<file path="src/rtl/ram_dump_uart_if.sv">
// Handshake and RAM-port bundle for the RAM dump UART.
// The slave side is the dump engine; the master side is the host/RAM.
interface ram_dump_uart_if;
    logic       start;
    logic       busy;
    logic       done;
    logic [3:0] ram_addr;
    logic       ram_rd_en;
    logic [7:0] ram_data;
    logic       tx;

    modport master (
        output start,
        output ram_data,
        input  busy,
        input  done,
        input  ram_addr,
        input  ram_rd_en,
        input  tx
    );

    modport slave (
        input  start,
        input  ram_data,
        output busy,
        output done,
        output ram_addr,
        output ram_rd_en,
        output tx
    );
endinterface

</file>
<file path="src/rtl/ram_dump_uart.sv">
// Dumps the 16-byte program RAM over an 8N1 UART, preceded by a sync byte.
// Outputs decode from registered state so reset forces the line idle at once.
module ram_dump_uart #(
    parameter int          CLKS_PER_BIT = 234,
    parameter logic [7:0]  SYNC_BYTE    = 8'hA5
) (
    input  logic           clk,
    input  logic           rst,
    ram_dump_uart_if.slave bus
);

    typedef enum logic [1:0] {
        IDLE,
        SEND,
        FETCH,
        LOAD
    } state_t;

    localparam int BW = (CLKS_PER_BIT > 1) ? $clog2(CLKS_PER_BIT) : 1;
    localparam logic [BW-1:0] BAUD_LAST = BW'(CLKS_PER_BIT - 1);

    state_t        state_q, state_d;
    logic [BW-1:0] baud_q, baud_d;
    logic [3:0]    bit_q, bit_d;
    logic [7:0]    shreg_q, shreg_d;
    logic [4:0]    addr_q, addr_d;
    logic          hdr_q, hdr_d;
    logic          done_q, done_d;
    logic          baud_end;

    assign baud_end = (baud_q == BAUD_LAST);

    // State and datapath registers
    always_ff @(posedge clk or posedge rst) begin
        if (rst) begin
            state_q <= IDLE;
            baud_q  <= '0;
            bit_q   <= '0;
            shreg_q <= '0;
            addr_q  <= '0;
            hdr_q   <= 1'b0;
            done_q  <= 1'b0;
        end else begin
            state_q <= state_d;
            baud_q  <= baud_d;
            bit_q   <= bit_d;
            shreg_q <= shreg_d;
            addr_q  <= addr_d;
            hdr_q   <= hdr_d;
            done_q  <= done_d;
        end
    end

    // Next-state: bit timing, byte sequencing and RAM fetch
    always_comb begin
        state_d = state_q;
        baud_d  = baud_q;
        bit_d   = bit_q;
        shreg_d = shreg_q;
        addr_d  = addr_q;
        hdr_d   = hdr_q;
        done_d  = 1'b0;
        unique case (state_q)
            IDLE: begin
                if (bus.start) begin
                    shreg_d = SYNC_BYTE;
                    addr_d  = '0;
                    bit_d   = '0;
                    baud_d  = '0;
                    hdr_d   = 1'b1;
                    state_d = SEND;
                end
            end
            SEND: begin
                if (baud_end) begin
                    baud_d = '0;
                    if (bit_q == 4'd9) begin
                        if (hdr_q || addr_q < 5'd16) begin
                            state_d = FETCH;
                        end else begin
                            state_d = IDLE;
                            done_d  = 1'b1;
                        end
                    end else begin
                        bit_d = bit_q + 4'd1;
                        // start bit consumes no data; data bits shift out LSB first
                        if (bit_q != 4'd0) begin
                            shreg_d = shreg_q >> 1;
                        end
                    end
                end else begin
                    baud_d = baud_q + BW'(1);
                end
            end
            FETCH: begin
                state_d = LOAD;
            end
            LOAD: begin
                shreg_d = bus.ram_data;
                addr_d  = addr_q + 5'd1;
                hdr_d   = 1'b0;
                bit_d   = '0;
                baud_d  = '0;
                state_d = SEND;
            end
            default: begin
                state_d = IDLE;
            end
        endcase
    end

    // Output decode from registered state
    always_comb begin
        bus.busy      = (state_q != IDLE);
        bus.done      = done_q;
        bus.ram_rd_en = (state_q == FETCH);
        bus.ram_addr  = 4'd0;
        bus.tx        = 1'b1;
        if (state_q == FETCH || state_q == LOAD) begin
            bus.ram_addr = addr_q[3:0];
        end
        if (state_q == SEND) begin
            if (bit_q == 4'd0) begin
                bus.tx = 1'b0;
            end else if (bit_q == 4'd9) begin
                bus.tx = 1'b1;
            end else begin
                bus.tx = shreg_q[0];
            end
        end
    end

endmodule

</file>
<file path="src/flat_wrapper.sv">
// flat-port wrapper written by rule: the top's interface ports become plain ports
module ram_dump_uart_flat 
#(
    parameter int          CLKS_PER_BIT = 234,
    parameter logic [7:0]  SYNC_BYTE    = 8'hA5
)
  (clk, rst, bus_start, bus_ram_data, bus_busy, bus_done, bus_ram_addr, bus_ram_rd_en, bus_tx);
  ram_dump_uart_if bus_i ();
  input  logic clk;
  input  logic rst;
  input wire logic [$bits(bus_i.start)-1:0] bus_start;
  input wire logic [$bits(bus_i.ram_data)-1:0] bus_ram_data;
  output wire logic [$bits(bus_i.busy)-1:0] bus_busy;
  output wire logic [$bits(bus_i.done)-1:0] bus_done;
  output wire logic [$bits(bus_i.ram_addr)-1:0] bus_ram_addr;
  output wire logic [$bits(bus_i.ram_rd_en)-1:0] bus_ram_rd_en;
  output wire logic [$bits(bus_i.tx)-1:0] bus_tx;
  assign bus_i.start = bus_start;
  assign bus_i.ram_data = bus_ram_data;
  assign bus_busy = bus_i.busy;
  assign bus_done = bus_i.done;
  assign bus_ram_addr = bus_i.ram_addr;
  assign bus_ram_rd_en = bus_i.ram_rd_en;
  assign bus_tx = bus_i.tx;
  ram_dump_uart #(.CLKS_PER_BIT(CLKS_PER_BIT), .SYNC_BYTE(SYNC_BYTE)) u_core (.clk(clk), .rst(rst), .bus(bus_i));
endmodule
</file>
<file path="config.mk">
export PLATFORM = sky130hd
export DESIGN_NAME = ram_dump_uart_flat
export DESIGN_NICKNAME = d
export VERILOG_FILES = /design/src/rtl/ram_dump_uart_if.sv /design/src/rtl/ram_dump_uart.sv /design/src/flat_wrapper.sv
export SDC_FILE = /design/constraint.sdc
export NUM_CORES = 1
export LEC_CHECK = 0
export CORE_AREA = 3 3 63 65
export DETAILED_ROUTE_END_ITERATION = 12
export DIE_AREA = 0 0 66 68
export DONT_BUFFER_PORTS = 1
export GPL_ROUTABILITY_DRIVEN = 0
export PLACE_DENSITY_LB_ADDON = 0.3
export SYNTH_ARGS = -nofsm -noshare
export SYNTH_HDL_FRONTEND = slang
export SYNTH_SLANG_ARGS = --single-unit
</file>
<file path="constraint.sdc">
create_clock -name clk -period 2.45 [get_ports clk]
set_input_delay 0.245 -clock clk [delete_from_list [all_inputs] [get_ports clk]]
set_output_delay 0.245 -clock clk [all_outputs]
set_load 0.1 [all_outputs]
</file>
Word level (Yosys, flattened, before mapping)
Cells that the tools add are included.
{ "classes": {"n_addsub": 3, "magnitude_cmp": 1, "eq_ne": 10, "muxes": 29, "n_reduce_logical": 13} }
{ "op_table": {"columns": ["operator", "n"], "rows": [
  ["$mux 8", 6],
  ["$pmux 8 s3", 2],
  ["$mux 4", 4],
  ["$pmux 4 s3", 1],
  ["$pmux 5 s2", 1],
  ["$add 8x1->8 const B", 1],
  ["$eq 8x8->1 const B", 1],
  ["$mux 1", 8],
  ["$mux 2", 4],
  ["$pmux 2 s4", 1],
  ["$ne 2x1->1 const B", 3],
  ["$add 5x1->5 const B", 1],
  ["$lt 5x5->1 const B", 1],
  ["$mux 5", 1],
  ["$reduce_and 5->1", 1],
  ["$add 4x1->4 const B", 1],
  ["$eq 2x2->1 const B", 2],
  ["$eq 4x4->1 const B", 1],
  ["$logic_not 4->1", 1],
  ["$ne 2x2->1 const B", 2],
  ["$reduce_and 2->1", 2],
  ["$reduce_and 4->1", 1],
  ["$reduce_bool 2->1", 2],
  ["$reduce_bool 4->1", 1],
  ["other kinds (6)", 7]
]} }
{ "word_totals": {"ff_bits": 29, "elab_cells": 63} }

Logic depth before layout (Yosys ltp)
{ "logic_depth": {"depth_word": 6, "ltp_mapped": 7} }

Worst setup path after synthesis
OpenSTA, ideal clock, no wires.
{ "synth_path": {"kind": "reg-to-output", "from": "reg u_core.state_q[0]", "to": "out bus_ram_addr[0]", "arrival_time_ps": 2955, "path_slack_ps": -750, "stages_incl_launch_ff": 5, "path_buffers": 0, "path_cell_list": "dfrtp_1 inv_1 ha_1 nor2_1 nor2b_1"} }
{ "synth_via": {"elab_chain_cells": 3, "elab_cells_between_ends": 4, "classes_between": "eq/ne: 2; mux: 1; reduce/logical: 1"} }
{ "synth_rtl": {"columns": ["item", "line", "source"], "rows": [
  ["from (decl)", "ram_dump_uart.sv:22", "state_t state_q, state_d;"],
  ["from (signal assigned)", "ram_dump_uart.sv:44", "state_q <= state_d;"],
  ["$eq 2x2->1", null, null],
  ["net bus_ram_rd_en", "flat_wrapper.sv:16", "output wire logic [$bits(bus_i.ram_rd_en)-1:0] bus_ram_rd_en;"],
  ["$logic_or 1x1->1", "ram_dump_uart.sv:119", "if (state_q == FETCH || state_q == LOAD) begin"],
  ["$mux 4", "ram_dump_uart.sv:119", null],
  ["to (decl)", "flat_wrapper.sv:15", "output wire logic [$bits(bus_i.ram_addr)-1:0] bus_ram_addr;"]
]} }
The timed path passes the listed nets, and every way through them passes these cells.

Final worst setup path
{ "layout_path": {"from": "reg u_core.state_q[0]", "to": "reg u_core.baud_q[4]"} }
{ "layout_via": {"elab_chain_cells": 3, "elab_cells_between_ends": 7, "classes_between": "eq/ne: 3; mux: 1; reduce/logical: 3"} }
{ "layout_rtl": {"columns": ["item", "line", "source"], "rows": [
  ["$eq 2x1->1 (tied with other cells)", "ram_dump_uart.sv:63", "unique case (state_q)"],
  ["$reduce_bool 3->1 (no line) / $ne 2x2->1 (equally long branches)", null, null],
  ["$reduce_and 2->1 (no line)", null, null],
  ["to (signal assigned)", "ram_dump_uart.sv:45", "baud_q <= baud_d;"],
  ["to (decl)", "ram_dump_uart.sv:23", "logic [BW-1:0] baud_q, baud_d;"]
]} }
Several ways; a longest one is shown, not always the timed one.
A chain may end at the register's enable or synchronous reset.

==> metrics.txt <==
# TYPE chip_impl_metric gauge
chip_impl_metric{name="crit_path_max_fanout",unit=""} 12
chip_impl_metric{name="antenna_cells",unit=""} 0
chip_impl_metric{name="nets",unit=""} 210
chip_impl_info{name="yosys_top_cell_by_area",value="sky130_fd_sc_hd__dfrtp_1"} 1
chip_impl_metric{name="final_min_period_over_clock_period",unit="%"} 82.2
chip_impl_metric{name="synth_fp_nets",unit=""} 198
chip_impl_metric{name="clock-sinks",unit=""} 29
chip_impl_metric{name="synth_top_area_share",unit="%"} 41.8
chip_impl_metric{name="route.detailed.vias_per_inst",unit=""} 5.92
chip_impl_metric{name="power_density",unit="mW/mm^2"} 407
chip_impl_metric{name="layout.cells.non_filler",unit=""} 234
chip_impl_metric{name="tightestPinTransition",unit="ns"} 0.865
chip_impl_metric{name="worstPathRequired",unit="ns"} 2.70
chip_impl_metric{name="wire_length_of_the_first_global_routing_pass",unit="um"} 6270
chip_impl_info{name="outcome",value="complete, no violations"} 1
chip_impl_metric{name="detailedPlacementHpwl",unit="um"} 2680
chip_impl_info{name="ctsRootBufferMaster",value="sky130_fd_sc_hd__clkbuf_4"} 1
chip_impl_info{name="worst_hold_startpoint",value="bus_start"} 1
chip_impl_metric{name="finalSetupTns",unit="ns"} 0
chip_impl_metric{name="post-place-cells",unit=""} 226
chip_impl_metric{name="drt_pass1_iterations",unit=""} 5
chip_impl_metric{name="insertion_delay",unit="ns"} 0.32
chip_impl_metric{name="initialDrtViolationCount",unit=""} 78
chip_impl_metric{name="netlist_instances",unit=""} 176
chip_impl_metric{name="preCtsSetupSlack",unit="ns"} 0.458
chip_impl_metric{name="postRouteWirelength",unit="um"} 3570
chip_impl_metric{name="grt_pass1_vias",unit=""} 1395
chip_impl_metric{name="report.final.slew_viol_count",unit=""} 0
chip_impl_info{name="cp-startpoint",value="u_core.state_q[0]"} 1
chip_impl_metric{name="layout-area-overhead-vs-synth",unit="%"} 14.1
chip_impl_metric{name="grt_antenna_before_repair",unit=""} 0
chip_impl_metric{name="antenna_left",unit=""} 0
chip_impl_metric{name="finalCoreUtilization",unit="%"} 58.4
chip_impl_metric{name="synth_cell_type_count",unit=""} 41
chip_impl_metric{name="num-fill-cells",unit=""} 283
chip_impl_metric{name="core.rowCount",unit=""} 21
chip_impl_metric{name="tritoncts.num_buffers",unit=""} 5
chip_impl_metric{name="yosysSeqAreaShare",unit="%"} 41.8
chip_impl_metric{name="core-area",unit="sq mm"} 0.00339
chip_impl_metric{name="die_area",unit="sq mm"} 0.00449
chip_impl_metric{name="cts.clk_slew.worst_paths",unit="ns"} 0.09
chip_impl_metric{name="fmax",unit="MHz"} 497
chip_impl_metric{name="finalSetupViolations",unit=""} 0
chip_impl_metric{name="synthesis.area",unit="sq mm"} 0.00174
chip_impl_metric{name="floorplan.io_pins",unit=""} 19
chip_impl_metric{name="synthesis.yosys.warnings",unit=""} 0
chip_impl_metric{name="post_drt_wl_per_cell",unit="um"} 15.2
chip_impl_metric{name="placement.io_buffers",unit=""} 0
chip_impl_info{name="r2r-start",value="u_core.state_q[0]"} 1
chip_impl_info{name="postSynth.topFlopCell",value="sky130_fd_sc_hd__dfrtp_1"} 1
chip_impl_metric{name="timing.final.crit_period",unit="ns"} 2.01
chip_impl_metric{name="worst-endpoint-arrival",unit="ns"} 2.26
chip_impl_info{name="min-delay-path-class",value="primary input to flip-flop"} 1
chip_impl_metric{name="grt_overflow_total",unit=""} 0
chip_impl_metric{name="dr_total_vias",unit=""} 1385
chip_impl_metric{name="grt.total_usage",unit="%"} 18.6
chip_impl_info{name="cts_tree",value="built"} 1
chip_impl_metric{name="worst_slew_margin_rel",unit="%"} 42.4
chip_impl_metric{name="die_height",unit="um"} 68
chip_impl_metric{name="postSynthRegisterBits",unit=""} 29
chip_impl_metric{name="syn_avg_cell_area",unit="sq um"} 9.86
chip_impl_metric{name="synth_enable_flop_cells",unit=""} 0
chip_impl_metric{name="grt_start_max_net_pins",unit=""} 30
chip_impl_metric{name="cts-htree-levels",unit=""} 2
chip_impl_metric{name="initial_utilization",unit="%"} 51.2
chip_impl_metric{name="asyncSetResetFlopFracSynth",unit="%"} 100
chip_impl_metric{name="vdd_drop_max",unit="mV"} 0.408
chip_impl_metric{name="cap_violations",unit=""} 0
chip_impl_metric{name="final-hold-violation-count",unit=""} 0
chip_impl_info{name="worst_setup_path_end_kind",value="flip-flop"} 1
chip_impl_info{name="setup_repair_after_global_routing_missed_its_margin",value="false"} 1
chip_impl_metric{name="detail_route.drc_violations",unit=""} 0
chip_impl_metric{name="layout-drive-gt1-share",unit="%"} 18.6
chip_impl_metric{name="die-width",unit="um"} 66
chip_impl_info{name="path_class",value="flip-flop to flip-flop"} 1
chip_impl_metric{name="final.setup_skew",unit="ns"} 0.00761
chip_impl_metric{name="power.leakage",unit="nW"} 0.868
chip_impl_info{name="timing.critical_path.from_type",value="flip-flop"} 1
chip_impl_metric{name="cts_buffer_depth",unit=""} 2
chip_impl_info{name="netlist_top_cells_area",value="sky130_fd_sc_hd__dfrtp_1 (42%), sky130_fd_sc_hd__ha_1 (7.9%), sky130_fd_sc_hd__mux2_2 (5.2%)"} 1
chip_impl_metric{name="final.setup.worst_slack",unit="ns"} 0.437
-- worst max-delay path, stage by stage (launching register included) --
cell	delay [ns]
sky130_fd_sc_hd__dfrtp_1	0.41
sky130_fd_sc_hd__inv_1	0.09
sky130_fd_sc_hd__ha_1	0.26
sky130_fd_sc_hd__nor2b_2	0.21
sky130_fd_sc_hd__or2_1	0.35
sky130_fd_sc_hd__or4_1	0.54
sky130_fd_sc_hd__o21ai_0	0.08
-- registers in the layout (all words and copies together), names as in the netlist --
| signal | count |
|---|---|
| u_core.baud_q | 8 |
| u_core.shreg_q | 8 |
| u_core.addr_q | 5 |
| u_core.bit_q | 4 |
| u_core.state_q | 2 |
| u_core.bus.done | 1 |
| u_core.hdr_q | 1 |
-- what timing repair did --
| item | 4_1_cts | 5_1_grt |
|---|---|---|
| hold buffers | 1 | 0 |
| gates resized for setup | 0 | 0 |
| hold endpoints to repair | 29 | 0 |
| setup endpoints to repair | 0 | 0 |
| buffers inserted | 0 | 0 |
-- per-stage QoR --
step | total power [W] | hold slack, ns | area (sq um)
after floorplan | 0.000516 | 0.323 | 1750
after global placement | 0.000522 | 0.227 | 1910
after detailed placement | 0.000523 | 0.231 | 1910
after CTS | 0.000819 | 0.0867 | 1980
after global routing | 0.000850 | 0.0737 | 1980
final | 0.000806 | 0.104 | 1980
-- final timing paths --
path	endpoint	slack, ns	depth (start not counted)
setup / recovery	u_core.baud_q[4]	0.44	6
hold / removal	u_core.addr_q[1]	0.10	2
setup reg to reg	u_core.baud_q[4]	0.44	6
hold reg to reg	u_core.shreg_q[6]	0.51	1
max in group asynchronous	u_core.state_q[1]	1.73	3
min in group asynchronous	u_core.bit_q[1]	0.45	3
-- layout by cell type, fill, tap and decap left out, drive strengths merged, types with 4 or more instances in the layout --
cell type	Yosys	layout
a21oi	6	6
a22o	6	6
buf	2	10
clkbuf	4	7
dfrtp	29	29
ha	11	11
inv	13	13
mux2	8	8
mux2i	7	7
nand2	12	12
nand3	10	10
nor2	7	7
nor2b	6	6
nor3	4	4
o21ai	17	17
-- routing by layer --
| layer | track usage, % | share of wire (%) | up-vias |
|---|---|---|---|
| met3 | 4.76 | 4.9 | 6 |
| met2 | 31.9 | 50 | 31 |
| met5 | 0 | 0 | - |
| met1 | 23.1 | 44 | 679 |
| met4 | 6.09 | 1.1 | 0 |
| li1 | - | - | 669 |
-- cells by family after synthesis --
group | synth area share (%)
compound gates | 19.0
xor+xnor | 1.51
buf+inv | 4.25
fa+ha+maj | 7.93
flops | 41.8
mux | 9.23
simple gates | 16.2
-- synth_stat cells (all sizes together) (2+ instances only) --
master	number
a21o	2
a21oi	6
a22o	6
a22oi	3
buf	2
clkbuf	4
dfrtp	29
ha	11
inv	13
mux2	8
mux2i	7
nand2	12
nand3	10
nand4	2
nor2	7
nor2b	6
nor3	4
nor4	3
o21ai	17
o311ai	3
o31ai	2
or3	2
xnor2	3
-- final cells by class --
| cell class | instances | area, sq um | area share [%] |
|---|---|---|---|
| inverters | 13 | 48.8 | 2.47 |
| well taps | 46 | 57.6 | 2.91 |
| repair buffers | 11 | 135 | 6.83 |
| clock buffers | 7 | 55.1 | 2.78 |
| multi-input cells | 128 | 957 | 48.4 |
| flip-flops and latches | 29 | 726 | 36.7 |
-- power breakdown --
part	switching [W]	leakage, nW	total, W	internal (W)
Combinational	0.0000136	0.470	0.0000255	0.0000118
Clock	0.000157	0.0314	0.000292	0.000135
Sequential	0.00000364	0.366	0.000489	0.000485
Total	0.000174	0.868	0.000806	0.000632
Note: power is estimated with default switching activity, not from simulation.
